--- config.mk ---
export PLATFORM = sky130hd
export DESIGN_NAME = fword_frame_rx
export DESIGN_NICKNAME = d
export VERILOG_FILES = /design/src/rtl/fword_frame_pkg.sv /design/src/rtl/edge_rise_det.sv /design/src/rtl/fword_frame_rx.sv
export SDC_FILE = /design/constraint.sdc
export NUM_CORES = 1
export LEC_CHECK = 0
export ABC_AREA = 1
export BUFFER_PORTS_ARGS = -buffer_cell sky130_fd_sc_hd__buf_2
export CORE_ASPECT_RATIO = 0.7
export CORE_MARGIN = 2
export CORE_UTILIZATION = 25
export DETAILED_ROUTE_END_ITERATION = 16
export GPL_ROUTABILITY_DRIVEN = 1
export PLACE_DENSITY_LB_ADDON = 0.2
export RECOVER_POWER = 50
export SKIP_LAST_GASP = 1
export SLEW_MARGIN = 25
export SYNTH_ARGS = -nofsm -noshare
export SYNTH_HDL_FRONTEND = slang
export SYNTH_SLANG_ARGS = --single-unit
--- constraint.sdc ---
create_clock -name clk -period 5.7 [get_ports clk]
set_input_delay 0.285 -clock clk [delete_from_list [all_inputs] [get_ports clk]]
set_output_delay 0.285 -clock clk [all_outputs]
set_load 0.01 [all_outputs]
--- src/rtl/fword_frame_pkg.sv ---
// Shared constants and state type for the framed FWORD command decoder.
package fword_frame_pkg;

   localparam logic [7:0] SYNC_BYTE = 8'hA5;
   localparam logic [7:0] CMD_SET   = 8'h01;
   localparam logic [7:0] CMD_ADD   = 8'h02;

   localparam logic [1:0] ERR_NONE    = 2'd0;
   localparam logic [1:0] ERR_CSUM    = 2'd1;
   localparam logic [1:0] ERR_CMD     = 2'd2;
   localparam logic [1:0] ERR_TIMEOUT = 2'd3;

   typedef enum logic [1:0] {
      StIdle,
      StCmd,
      StData,
      StCsum
   } state_e;

endpackage

--- src/rtl/edge_rise_det.sv ---
// Rising-edge detector: registers the flag and pulses for one cycle on a 0->1 transition.
module edge_rise_det (
   input  logic clk_i,
   input  logic rst_ni,
   input  logic flag_i,
   output logic rise_o
);

   logic flag_q;

   always_ff @(posedge clk_i) begin
      if (!rst_ni) begin
         flag_q <= 1'b0;
      end else begin
         flag_q <= flag_i;
      end
   end

   assign rise_o = flag_i & ~flag_q;

endmodule

--- src/rtl/fword_frame_rx.sv ---
// Framed SPI command decoder: validates SYNC/CMD/XOR checksum and updates the DDS FWORD atomically.
module fword_frame_rx
   import fword_frame_pkg::*;
#(
   parameter int unsigned TIMEOUT_CYCLES = 3_000_000,
   parameter logic [31:0] FWORD_RST      = 32'h0
) (
   input  logic        clk,
   input  logic        rst,
   input  logic        rxd_flag,
   input  logic [7:0]  rxd_out,
   output logic [31:0] fword,
   output logic        fword_upd,
   output logic        frame_err,
   output logic [1:0]  err_code,
   output logic [7:0]  err_cnt,
   output logic [7:0]  txd_status,
   output logic        busy
);

   localparam int unsigned GapW = (TIMEOUT_CYCLES > 2) ? $clog2(TIMEOUT_CYCLES) : 1;
   localparam logic [GapW-1:0] GapMax = GapW'(TIMEOUT_CYCLES - 1);

   logic acc;

   edge_rise_det u_edge (
      .clk_i  (clk),
      .rst_ni (rst),
      .flag_i (rxd_flag),
      .rise_o (acc)
   );

   state_e          state_q, state_d;
   logic            add_q, add_d;
   logic [31:0]     data_q, data_d;
   logic [7:0]      csum_q, csum_d;
   logic [1:0]      idx_q, idx_d;
   logic [GapW-1:0] gap_q, gap_d;
   logic [31:0]     fword_q, fword_d;
   logic            upd_q, upd_d;
   logic            ferr_q, ferr_d;
   logic [1:0]      code_q, code_d;
   logic [7:0]      ecnt_q, ecnt_d;
   logic [3:0]      fcnt_q, fcnt_d;
   logic            ok_q, ok_d;
   logic            commit, abort;
   logic [1:0]      abort_code;

   always_ff @(posedge clk) begin
      if (!rst) begin
         state_q <= StIdle;
         add_q   <= 1'b0;
         data_q  <= '0;
         csum_q  <= '0;
         idx_q   <= '0;
         gap_q   <= '0;
         fword_q <= FWORD_RST;
         upd_q   <= 1'b0;
         ferr_q  <= 1'b0;
         code_q  <= ERR_NONE;
         ecnt_q  <= '0;
         fcnt_q  <= '0;
         ok_q    <= 1'b0;
      end else begin
         state_q <= state_d;
         add_q   <= add_d;
         data_q  <= data_d;
         csum_q  <= csum_d;
         idx_q   <= idx_d;
         gap_q   <= gap_d;
         fword_q <= fword_d;
         upd_q   <= upd_d;
         ferr_q  <= ferr_d;
         code_q  <= code_d;
         ecnt_q  <= ecnt_d;
         fcnt_q  <= fcnt_d;
         ok_q    <= ok_d;
      end
   end

   always_comb begin
      state_d    = state_q;
      add_d      = add_q;
      data_d     = data_q;
      csum_d     = csum_q;
      idx_d      = idx_q;
      fword_d    = fword_q;
      upd_d      = 1'b0;
      ferr_d     = 1'b0;
      code_d     = code_q;
      ecnt_d     = ecnt_q;
      fcnt_d     = fcnt_q;
      ok_d       = ok_q;
      commit     = 1'b0;
      abort      = 1'b0;
      abort_code = ERR_NONE;
      gap_d      = (state_q == StIdle || acc) ? '0 : gap_q + 1'b1;

      unique case (state_q)
         StIdle: begin
            if (acc && rxd_out == SYNC_BYTE) state_d = StCmd;
         end
         StCmd: begin
            if (acc) begin
               if (rxd_out == CMD_SET || rxd_out == CMD_ADD) begin
                  add_d   = (rxd_out == CMD_ADD);
                  csum_d  = rxd_out;
                  idx_d   = 2'd0;
                  state_d = StData;
               end else begin
                  abort      = 1'b1;
                  abort_code = ERR_CMD;
               end
            end
         end
         StData: begin
            if (acc) begin
               data_d[8*idx_q +: 8] = rxd_out;
               csum_d = csum_q ^ rxd_out;
               if (idx_q == 2'd3) state_d = StCsum;
               else               idx_d   = idx_q + 2'd1;
            end
         end
         StCsum: begin
            if (acc) begin
               if (rxd_out == csum_q) begin
                  commit = 1'b1;
               end else begin
                  abort      = 1'b1;
                  abort_code = ERR_CSUM;
               end
            end
         end
         default: state_d = StIdle;
      endcase

      // A byte arriving in the expiry cycle takes priority over the timeout.
      if (state_q != StIdle && !acc && gap_q == GapMax) begin
         abort      = 1'b1;
         abort_code = ERR_TIMEOUT;
      end

      if (commit) begin
         fword_d = add_q ? fword_q + data_q : data_q;
         upd_d   = 1'b1;
         ok_d    = 1'b1;
         fcnt_d  = fcnt_q + 4'd1;
         state_d = StIdle;
      end

      if (abort) begin
         state_d = StIdle;
         ferr_d  = 1'b1;
         code_d  = abort_code;
         ok_d    = 1'b0;
         if (ecnt_q != 8'hFF) ecnt_d = ecnt_q + 8'd1;
      end
   end

   assign fword      = fword_q;
   assign fword_upd  = upd_q;
   assign frame_err  = ferr_q;
   assign err_code   = code_q;
   assign err_cnt    = ecnt_q;
   assign txd_status = {ok_q, code_q, 1'b0, fcnt_q};
   assign busy       = (state_q != StIdle);

endmodule
==> flow_summary.json <==
{
  "grt_first_pass_wirelength_microns": 38500,
  "post_drt_wl_per_cell_microns": 14.2,
  "ys_async_sr_fraction_pct": 0,
  "p_leak_nw": 4.02,
  "post_cts_buffers": 0,
  "setup-violations-final": 0,
  "synthFlopType": "dfxtp_1",
  "finalInstanceArea_sq_um": 8960,
  "r2r_end": "fword[19]",
  "design_power_total_mw": 2.09,
  "dieWidth_microns": 215,
  "crit_chain": "xnor2_1 > nand2_1 > nor2_4 > nand3_1 > nor2_1 > inv_4 > a21oi_1 > nand2_1 > nand2_1",
  "crit_type": "reg2reg",
  "maxSlewHeadroom_pct": -41.8,
  "clkTransAtPathRegs_ns": 0.06,
  "area_delta_synth_final_pct": 15.2,
  "num_rows": 53,
  "rr_worst_depth": 9,
  "syn_area_per_cell_sq_um": 6.30,
  "critPathTopFamily": "simple AND/OR/NAND/NOR gates",
  "hpwl_microns": 18900,
  "ys_top_cells_by_count": "nand2_1, inv_1, nor2_1",
  "clock_skew_ns": 0.00636,
  "antenna_left": 0,
  "grt_busiest_layer": "met1",
  "crit_path_frequent_cell": "nand2_1",
  "grt_pass1_vias": 6839,
  "cts.path.max_buffers": 2,
  "drt-total-wl_microns": 24300,
  "cp-start-kind": "flip-flop",
  "netlist.area_leader.share_pct": 30.1,
  "vias": 7476,
  "syn_area_sq_um": 7770,
  "p_per_area_nw_per_um2": 233,
  "ios": 64,
  "cts-resized-gates": 0,
  "period_share_pct": 52.4,
  "syn_nets": 1291,
  "grt-ovfl-total": 0,
  "cp_max_fo": 18,
  "cp_slowest_cell": "nor2_1",
  "ys_seq_elements": 117,
  "cts-hold-fix-buffers": 0,
  "ys_warn_count": 0,
  "die_area_sq_um": 32500,
  "grtUsageTotal_pct": 15.4,
  "placement.cell_area_sq_um": 8450,
  "synth_most_common_cell": "nand2_1",
  "rsz0062_at_grt": "no",
  "violations": "max-capacitance violations, max-slew violations",
  "core_sq_um": 30300,
  "antenna_found_initial": 1,
  "clk_latency_ns": 0.44,
  "drc": 0,
  "via_per_inst": 4.37,
  "status": "finished, violations left",
  "maxCapViolCount": 2,
  "reg2reg_from": "csum_q[0]",
  "nNetsFinal": 1342,
  "die_h_microns": 152,
  "finalSetupTns_ns": 0,
  "grt_max_degree": 54,
  "fillers": 3376,
  "tightest_slew_ns": 2.13,
  "cts_tree": "built",
  "critical_path_buf_inv_count": 1,
  "synth_edf_count": 0,
  "synth_area_leader_cell": "dfxtp_1",
  "drtPass1Iterations": 5,
  "hp-class": "in2reg",
  "drive_above_1_share_pct": 5.93,
  "syn_inst": 1234,
  "whs_endpoint": "u_edge.flag_q",
  "clock_sinks": 117,
  "peakVddDrop_mv": 0.128,
  "ys_seq_area_share_pct": 30.1,
  "critPathCaptureType": "flip-flop",
  "start_util_pct": 25.7,
  "finalHoldViolations": 0,
  "cp.arrival_ns": 3.37,
  "reg2reg_slack_ns": 2.72,
  "max_stage_delay_ns": 1.18,
  "drv_slew": 62,
  "first_iter_violations": 496,
  "cts_max_level": 4,
  "synthTopCellsByArea": "dfxtp_1, nand2_1, inv_1",
  "synth_cell_types": 48,
  "critPathRequiredTime_ns": 6.08,
  "cts_buffers": 17,
  "grt_use_met3_pct": 3.41,
  "max_freq_mhz": 335,
  "whs_path_depth": 3,
  "use_met2_pct": 20.4,
  "min-delay-start": "rxd_flag",
  "gr-usage-met1_pct": 24.0,
  "cts.root.buffer_cell": "clkbuf_16",
  "io_buffers": 62,
  "gp_congestion": 0.875,
  "min_period_ns": 2.98
}
## worst max-delay path by stage
stage | startpoint | to | slack (ns) | cells after the start
finish | csum_q[0] | fword[19] | 2.72 | 9
global route | csum_q[3] | fword[17] | 2.35 | 9
CTS | fword[0] | fword[30] | 3.45 | 14
detailed placement | idx_q[0] | data_q[21] | 3.47 | 10
global placement | idx_q[0] | data_q[23] | 3.47 | 10
floorplan | idx_q[0] | data_q[24] | 3.63 | 7
## flip-flops by register name (all words and copies together) (netlist names)
register       flops
ok_q               1
err_cnt            8
err_code           2
fword             32
gap_q             22
fword_upd          1
state_q            2
u_edge.flag_q      1
csum_q             8
frame_err          1
data_q            32
fcnt_q             4
add_q              1
idx_q              2
## tightest hold or removal path, cell delays in order
cell and delay, ns:
buf_2 0.10, nand2_1 0.04, inv_1 0.04
## cell usage in the layout, fill, tap and decap left out, types with 2 or more instances in the layout
cell / n
ha_1: 45
nor3b_1: 2
clkbuf_1: 54
inv_6: 4
dfxtp_1: 116
xnor2_1: 16
nor2_1: 135
a21oi_1: 84
nand3_1: 57
nand2_2: 3
nor2_4: 3
o21bai_1: 4
or2_0: 2
or3_1: 11
o21ai_0: 38
nand2_1: 396
xor2_1: 10
o21ai_1: 8
a31oi_1: 3
a211oi_1: 12
nor2_2: 9
nand4_1: 14
nand4_2: 2
clkinv_4: 2
bufinv_16: 3
buf_2: 9
mux2i_1: 2
inv_2: 8
clkinv_2: 3
clkinvlp_4: 2
nor3_1: 25
inv_1: 170
xnor2_2: 2
o211ai_1: 6
clkbuf_16: 17
clkinv_1: 2
## where the power goes
part           switching, mW  internal, mW  leakage, nW
Sequential            0.0103         0.827        0.943
Clock                  0.442         0.702        0.297
Combinational         0.0789        0.0308         2.78
Total                  0.531          1.56         4.02
## metal layers
metal,part of all wire (%),vias to the layer above
li1,-,4022
met1,57,3309
met2,37,128
met3,4.7,17
met4,1.1,0
met5,0,-
## layout make-up
class,count,area [sq um],area share (%)
antenna,1,2.50,0.0279
clock inverter,14,173,1.93
clock buffer,18,439,4.90
multi-input combinational,904,4550,50.8
inverter,181,682,7.61
tap,412,515,5.75
sequential,117,2340,26.2
timing repair buffer,64,255,2.85
## cell families after synthesis
| logic type | synth area share (%) |
|---|---|
| AOI/OAI and AO/OA | 11.3 |
| buffers and inverters | 10.9 |
| xor gates and xnor gates | 3.35 |
| DFF | 30.1 |
| muxes | 0.258 |
| and+or+nand+nor | 36.5 |
| adders and majority gates | 7.50 |
| other | 0.0482 |
## metrics by stage
step | std cells | worst slack, ns | util (%) | hold slack (ns)
after floorplan | 1234 | 3.63 | - | 0.378
after detailed placement | 1678 | 3.47 | 27.9 | 0.464
after global placement | 1678 | 3.47 | 27.9 | 0.461
final | 1711 | 2.72 | 29.6 | 0.0478
after global routing | 1710 | 2.35 | 29.6 | 0.0402
after CTS | 1710 | 3.45 | 29.9 | 0.0275
(Power assumes the default switching activity.)
